$ cat src/rtl/cache_read_arbiter_pkg.sv
// Shared cache definitions: arbiter FSM states, requester source codes and burst lengths.
// Used by the read arbiter and its priority selector.
package cache_read_arbiter_pkg;

  typedef enum logic [1:0] {
    ST_IDLE  = 2'd0,
    ST_ISSUE = 2'd1,
    ST_BUSY  = 2'd2
  } cra_state_e;

  typedef enum logic [1:0] {
    SRC_NONE = 2'd0,
    SRC_INST = 2'd1,
    SRC_DATA = 2'd2,
    SRC_DUC  = 2'd3
  } cra_src_e;

  localparam logic [3:0] LEN_LINE = 4'h7;
  localparam logic [3:0] LEN_WORD = 4'h0;

  // Data refills and cached instruction fetches move a whole line; everything else is one word.
  function automatic logic [3:0] burst_len(input cra_src_e src, input logic inst_uncached);
    logic [3:0] len;
    case (src)
      SRC_DATA: len = LEN_LINE;
      SRC_INST: len = inst_uncached ? LEN_WORD : LEN_LINE;
      default:  len = LEN_WORD;
    endcase
    return len;
  endfunction

endpackage

$ cat src/rtl/cra_select.sv
// Combinational owner selection: fixed priority duc > data > inst, with instruction
// fetch promoted once it has been passed over AGE_LIMIT times.
module cra_select
  import cache_read_arbiter_pkg::*;
#(
  parameter int AGE_LIMIT = 4
) (
  input  logic       inst_req,
  input  logic       data_req,
  input  logic       duc_req,
  input  logic [2:0] age_cnt,
  output cra_src_e   src
);

  // Priority pick with the aging override checked first.
  always_comb begin
    src = SRC_NONE;
    if (inst_req && (age_cnt == 3'(AGE_LIMIT))) begin
      src = SRC_INST;
    end else if (duc_req) begin
      src = SRC_DUC;
    end else if (data_req) begin
      src = SRC_DATA;
    end else if (inst_req) begin
      src = SRC_INST;
    end else begin
      src = SRC_NONE;
    end
  end

endmodule

$ cat src/rtl/cache_read_arbiter.sv
// Read arbiter sharing one downstream read port between ICache, DCache refill and
// D-uncached requesters; one transaction in flight, owner latched at grant.
module cache_read_arbiter
  import cache_read_arbiter_pkg::*;
#(
  parameter int AGE_LIMIT = 4,
  parameter int ADDR_W    = 32
) (
  input  logic              clk,
  input  logic              rst,
  input  logic              inst_req_i,
  input  logic [ADDR_W-1:0] inst_addr_i,
  input  logic              inst_uncached_i,
  input  logic              data_req_i,
  input  logic [ADDR_W-1:0] data_addr_i,
  input  logic              duc_req_i,
  input  logic [ADDR_W-1:0] duc_addr_i,
  output logic              inst_done_o,
  output logic              data_done_o,
  output logic              duc_done_o,
  output logic              req_valid_o,
  input  logic              req_ready_i,
  output logic [ADDR_W-1:0] req_addr_o,
  output logic [3:0]        req_len_o,
  output logic [1:0]        req_src_o,
  input  logic              done_i
);

  cra_state_e        state_r, state_s;
  cra_src_e          src_r, sel_src_s;
  logic [ADDR_W-1:0] addr_r, raw_addr_s, sel_addr_s;
  logic [3:0]        len_r, sel_len_s;
  logic [2:0]        age_r, age_s;
  logic              valid_r, inst_done_r, data_done_r, duc_done_r;
  logic              grant_s, finish_s;

  // A requester whose done pulse is high is being released and must not be re-granted.
  cra_select #(.AGE_LIMIT(AGE_LIMIT)) u_select (
    .inst_req (inst_req_i & ~inst_done_r),
    .data_req (data_req_i & ~data_done_r),
    .duc_req  (duc_req_i & ~duc_done_r),
    .age_cnt  (age_r),
    .src      (sel_src_s)
  );

  assign grant_s  = (state_r == ST_IDLE) && (sel_src_s != SRC_NONE);
  assign finish_s = (state_r == ST_BUSY) && done_i;

  // Next-state logic; done_i only matters in BUSY.
  always_comb begin
    state_s = state_r;
    case (state_r)
      ST_IDLE:  if (grant_s) state_s = ST_ISSUE; else state_s = ST_IDLE;
      ST_ISSUE: if (req_ready_i) state_s = ST_BUSY; else state_s = ST_ISSUE;
      ST_BUSY:  if (done_i) state_s = ST_IDLE; else state_s = ST_BUSY;
      default:  state_s = ST_IDLE;
    endcase
  end

  // Raw address of the selected requester.
  always_comb begin
    raw_addr_s = {ADDR_W{1'b0}};
    case (sel_src_s)
      SRC_INST: raw_addr_s = inst_addr_i;
      SRC_DATA: raw_addr_s = data_addr_i;
      SRC_DUC:  raw_addr_s = duc_addr_i;
      default:  raw_addr_s = {ADDR_W{1'b0}};
    endcase
  end

  assign sel_len_s  = burst_len(sel_src_s, inst_uncached_i);
  assign sel_addr_s = (sel_len_s == LEN_LINE) ? {raw_addr_s[ADDR_W-1:5], 5'b00000} : raw_addr_s;

  // Starvation counter for instruction fetch, saturating at AGE_LIMIT.
  always_comb begin
    age_s = age_r;
    if (!inst_req_i) begin
      age_s = 3'd0;
    end else if (grant_s && (sel_src_s == SRC_INST)) begin
      age_s = 3'd0;
    end else if (grant_s && (age_r != 3'(AGE_LIMIT))) begin
      age_s = age_r + 3'd1;
    end else begin
      age_s = age_r;
    end
  end

  // State, latched request and registered completion pulses.
  always_ff @(posedge clk) begin
    if (rst) begin
      state_r     <= ST_IDLE;
      src_r       <= SRC_NONE;
      addr_r      <= {ADDR_W{1'b0}};
      len_r       <= 4'h0;
      valid_r     <= 1'b0;
      age_r       <= 3'd0;
      inst_done_r <= 1'b0;
      data_done_r <= 1'b0;
      duc_done_r  <= 1'b0;
    end else begin
      state_r     <= state_s;
      valid_r     <= (state_s == ST_ISSUE);
      age_r       <= age_s;
      inst_done_r <= finish_s && (src_r == SRC_INST);
      data_done_r <= finish_s && (src_r == SRC_DATA);
      duc_done_r  <= finish_s && (src_r == SRC_DUC);
      if (grant_s) begin
        src_r  <= sel_src_s;
        addr_r <= sel_addr_s;
        len_r  <= sel_len_s;
      end
    end
  end

  assign req_valid_o = valid_r;
  assign req_addr_o  = addr_r;
  assign req_len_o   = len_r;
  assign req_src_o   = src_r;
  assign inst_done_o = inst_done_r;
  assign data_done_o = data_done_r;
  assign duc_done_o  = duc_done_r;

endmodule

$ cat config.mk
export PLATFORM = sky130hd
export DESIGN_NAME = cache_read_arbiter
export DESIGN_NICKNAME = d
export VERILOG_FILES = /design/src/rtl/cache_read_arbiter_pkg.sv /design/src/rtl/cra_select.sv /design/src/rtl/cache_read_arbiter.sv
export SDC_FILE = /design/constraint.sdc
export NUM_CORES = 1
export LEC_CHECK = 0
export CAP_MARGIN = 20
export CORE_UTILIZATION = 34
export DETAILED_ROUTE_END_ITERATION = 6
export PLACE_DENSITY_LB_ADDON = 0.25
export REMOVE_ABC_BUFFERS = 1
export SKIP_LAST_GASP = 1
export SYNTH_ARGS = -nofsm -noshare
export SYNTH_HDL_FRONTEND = slang
export SYNTH_SLANG_ARGS = --single-unit
$ cat constraint.sdc
create_clock -name clk -period 2.1 [get_ports clk]
set_clock_uncertainty 0.05 [all_clocks]
set_input_delay 0.315 -clock clk [delete_from_list [all_inputs] [get_ports clk]]
set_output_delay 0.315 -clock clk [all_outputs]
set_load 0.02 [all_outputs]
==> results.md <==
* Post-Synth Simple-Gate Area at 0.151
* Pwr/cell area at about 580 nW/um2
* NumNets Final at 493
* Initial DRC Count at ~200
* Critical Path Start Type: flop
* Cell variety after synth at 39
* RSZ-0062 raised after global routing: true
* Adder-cell area share of the yosys netlist at 0.0372
* Violated checks: negative setup slack
* Cells after Synth at ~220
* Post-Synth XOR/XNOR Area at 0.00372
* Die Width at between 80 and 90 um
* Min-Delay Path Class: input port to flop
* Largest family of logic cells by synthesized area: compound AO/OA/AOI/OAI gates
* Crit path required time at 2.29 ns
* Drt total wl at 7790 um
* Critical path class: flop to flop
* CP endpoint kind: flop
* Routed vias at 2514
* Layout fillers at 493
* Io pins at 146
* TritonCTS buffer count at 5
* Post-Syn Area at between 2000 and 2500 um2
* R2R Path End: req_addr_o[18]$_SDFFE_PP0P_
* H-tree level count at 2
* Initial DRT Pass Iterations at 6
* Worst skew pair latency at 0.30 ns
* Final Cycle Share at 1.09
* R2R setup slack at -0.18 ns
* Minimum clock period at 2.28 ns
* Fin util at 0.674
* Post-CTS Hold Fix Bufs at 0
* Die area at just over 7000 um2
* Commonest non-fill, non-tap cell in the layout: clkdlybuf4s50_1
* CTS tree: built
* # Max-Cap Violations at 0
* Die Y-Extent at 85.2 um
* CP Max Fanout at 6
* Design Power at between 2 and 3 mW
* Placer Congestion at 0.736
* Reg2reg start: age_r[1]$_SDFFE_PP0P_
* Slew Viols, Final at 0
* Ratio of cells with drive above 1 in the final layout at 0.295
* Post-synthesis sequential area ratio at 0.374
* Yosys reg bits at 44
* Clk slew on worst S/H paths at 0.08 ns
* Port Buf Inserts at 144
* Max-Slew Margin vs Limit at 0.647
* Multiplexer share of the synthesized area at 0.00426
* Crit path DAT at 2.47 ns
* Wirelength per Cell at 16.9 um
* Inserted Diodes at 0
* Slew @ Worst Pin at 0.523 ns
* DR vias/cell at 5.47
* Setup slack at placement at -0.597 ns
* Area Growth Syn to Fin at 86.2%
* Maximum vdd drop at approximately 400 uV
* Synth Area in Compound Gates at 0.353
* Synth warn at 0
* Core area at roughly 6500 um2
* Status: finished with violations
* Vias in the first global route at between 2000 and 3000
* Initial antenna violation count at 0
* Setup violators final at 35
* Design area at 4380 um2
* Final Hold Fails at 0
* Grt total ovfl at 0
* Most frequent cells in the layout: 142 x clkdlybuf4s50_1, 42 x dfxtp_1, 32 x a222oi_1, 21 x a2bb2oi_2, 21 x nor2_2
* First-pass GRT wire length at roughly 12000 um
* Leakage power at 1.63 nW
* DP HPWL at 5470 um
* FF-to-FF path depth at 11
* Max Freq at 0.439 GHz
* Cell Area, Placed at a little under 4000 um2
* Antenna-violating nets left at 0
* Worst setup path end: req_addr_o[18]$_SDFFE_PP0P_
* Clock buffer depth at 2
* Multi-input logic area at ~1500 um2
* Initial core utilization at 0.362
* DRC at 0
* Final WS setup at -0.179 ns
* CP startpoint: age_r[1]$_SDFFE_PP0P_
* Rows at 29
* Syn_area_per_cell at around 11 um2
* FF/Latch Area at 883 um2
* CTS Sinks at 44
* Pin count of the biggest net entering global routing at 28
* Worst hold slack at 0.420 ns
* GRT Util Overall at 0.209
* Root Driver: clkbuf_8
## metrics by stage
| stage | instances | setup TNS [ns] |
|---|---|---|
| 2_1_floorplan | 196 | -21.79 |
| 3_3_place_gp | 441 | -17.40 |
| 3_5_place_dp | 441 | -20.41 |
| 4_1_cts | 457 | -4.03 |
| 5_1_grt | 460 | -7.20 |
| 6_report | 460 | -4.49 |
## state kept, by name, indices dropped and copies added (netlist names)
signal       count
req_addr_o      32
req_src_o        2
duc_done_o       1
req_len_o        1
age_r            3
inst_done_o      1
state_r          2
data_done_o      1
req_valid_o      1
## how the worst min path moves through the flow
stage,from,end,slack (ns),cells after the start
after floorplan,rst,req_addr_o[10]$_SDFFE_PP0P_,0.33,1
after global placement,req_src_o[1]$_SDFFE_PP0P_,inst_done_o$_SDFF_PP0_,0.41,1
after detailed placement,req_src_o[1]$_SDFFE_PP0P_,inst_done_o$_SDFF_PP0_,0.42,1
after CTS,rst,req_addr_o[17]$_SDFFE_PP0P_,0.43,2
after global routing,rst,req_addr_o[22]$_SDFFE_PP0P_,0.42,2
final,inst_req_i,age_r[0]$_SDFFE_PP0P_,0.42,4
## critical path, cell delays in order (launching register included)
cell,delay (ns)
dfxtp_2,0.34
inv_2,0.04
ha_4,0.15
and2_4,0.15
a22o_4,0.27
buf_6,0.13
ha_4,0.15
or4_4,0.44
buf_4,0.16
buf_12,0.13
a2bb2oi_2,0.15
nor2_2,0.06
## final cells by class
type / instances / area share
Tap cell: 77 / 0.0220
Clock buffer: 8 / 0.0206
Inverter: 5 / 0.00429
Timing Repair Buffer: 179 / 0.419
Sequential cell: 44 / 0.202
Multi-Input combinational cell: 147 / 0.332
## per-layer routing
layer	GRT usage	vias up	wire, um
li1	-	1205	-
met1	0.233	1203	3180
met2	0.384	94	3890
met3	0.0496	12	603
met4	0.0801	0	116
met5	0	-	0
## where the power goes
group          internal [mW]  total [mW]  switching [mW]
Combinational          0.622        1.04           0.422
Sequential             0.901       0.953          0.0519
Clock                  0.269       0.548           0.279
## cell usage after synthesis (all sizes together)
master | instances | area, um2
a2111oi | 3 | 32.5
a211o | 2 | 17.5
a21oi | 4 | 20.0
a221o | 1 | 10.0
a222oi | 32 | 320
a22o | 1 | 8.76
a2bb2oi | 27 | 362
a311oi | 1 | 8.76
and2 | 2 | 12.5
and3 | 1 | 6.26
and3b | 1 | 8.76
and4b | 1 | 10.0
buf | 10 | 97.6
clkbuf | 16 | 60.1
conb | 1 | 3.75
dfxtp | 44 | 881
ha | 7 | 87.6
inv | 5 | 18.8
mux2i | 1 | 10.0
nand2 | 4 | 15.0
nand2b | 3 | 18.8
nand3b | 6 | 45.0
nor2 | 31 | 166
nor2b | 4 | 25.0
nor3 | 2 | 15.0
nor4bb | 1 | 10.0
o211ai | 1 | 7.51
o21ai | 1 | 5.00
o31ai | 5 | 37.5
or3 | 1 | 6.26
or3b | 1 | 8.76
or4 | 1 | 7.51
xnor2 | 1 | 8.76
## logic make-up (layout without fill, tap and decap cells)
family / after synthesis / after routing
other: 1 / 1
adders and majority gates: 7 / 7
AOI/OAI and AO/OA: 78 / 78
muxes: 1 / 1
xor gates and xnor gates: 1 / 1
DFF: 44 / 44
and+or+nand+nor: 59 / 59
buffers and inverters: 31 / 192
## timing repair
action,in CTS,in global routing
pin swaps,17,16
endpoints found under the setup margin,38,36
resized for setup,38,19
setup buffers,5,4
hold endpoints to repair,0,0
gates cloned,3,0
No activity file was read; power rests on OpenSTA's default activity.
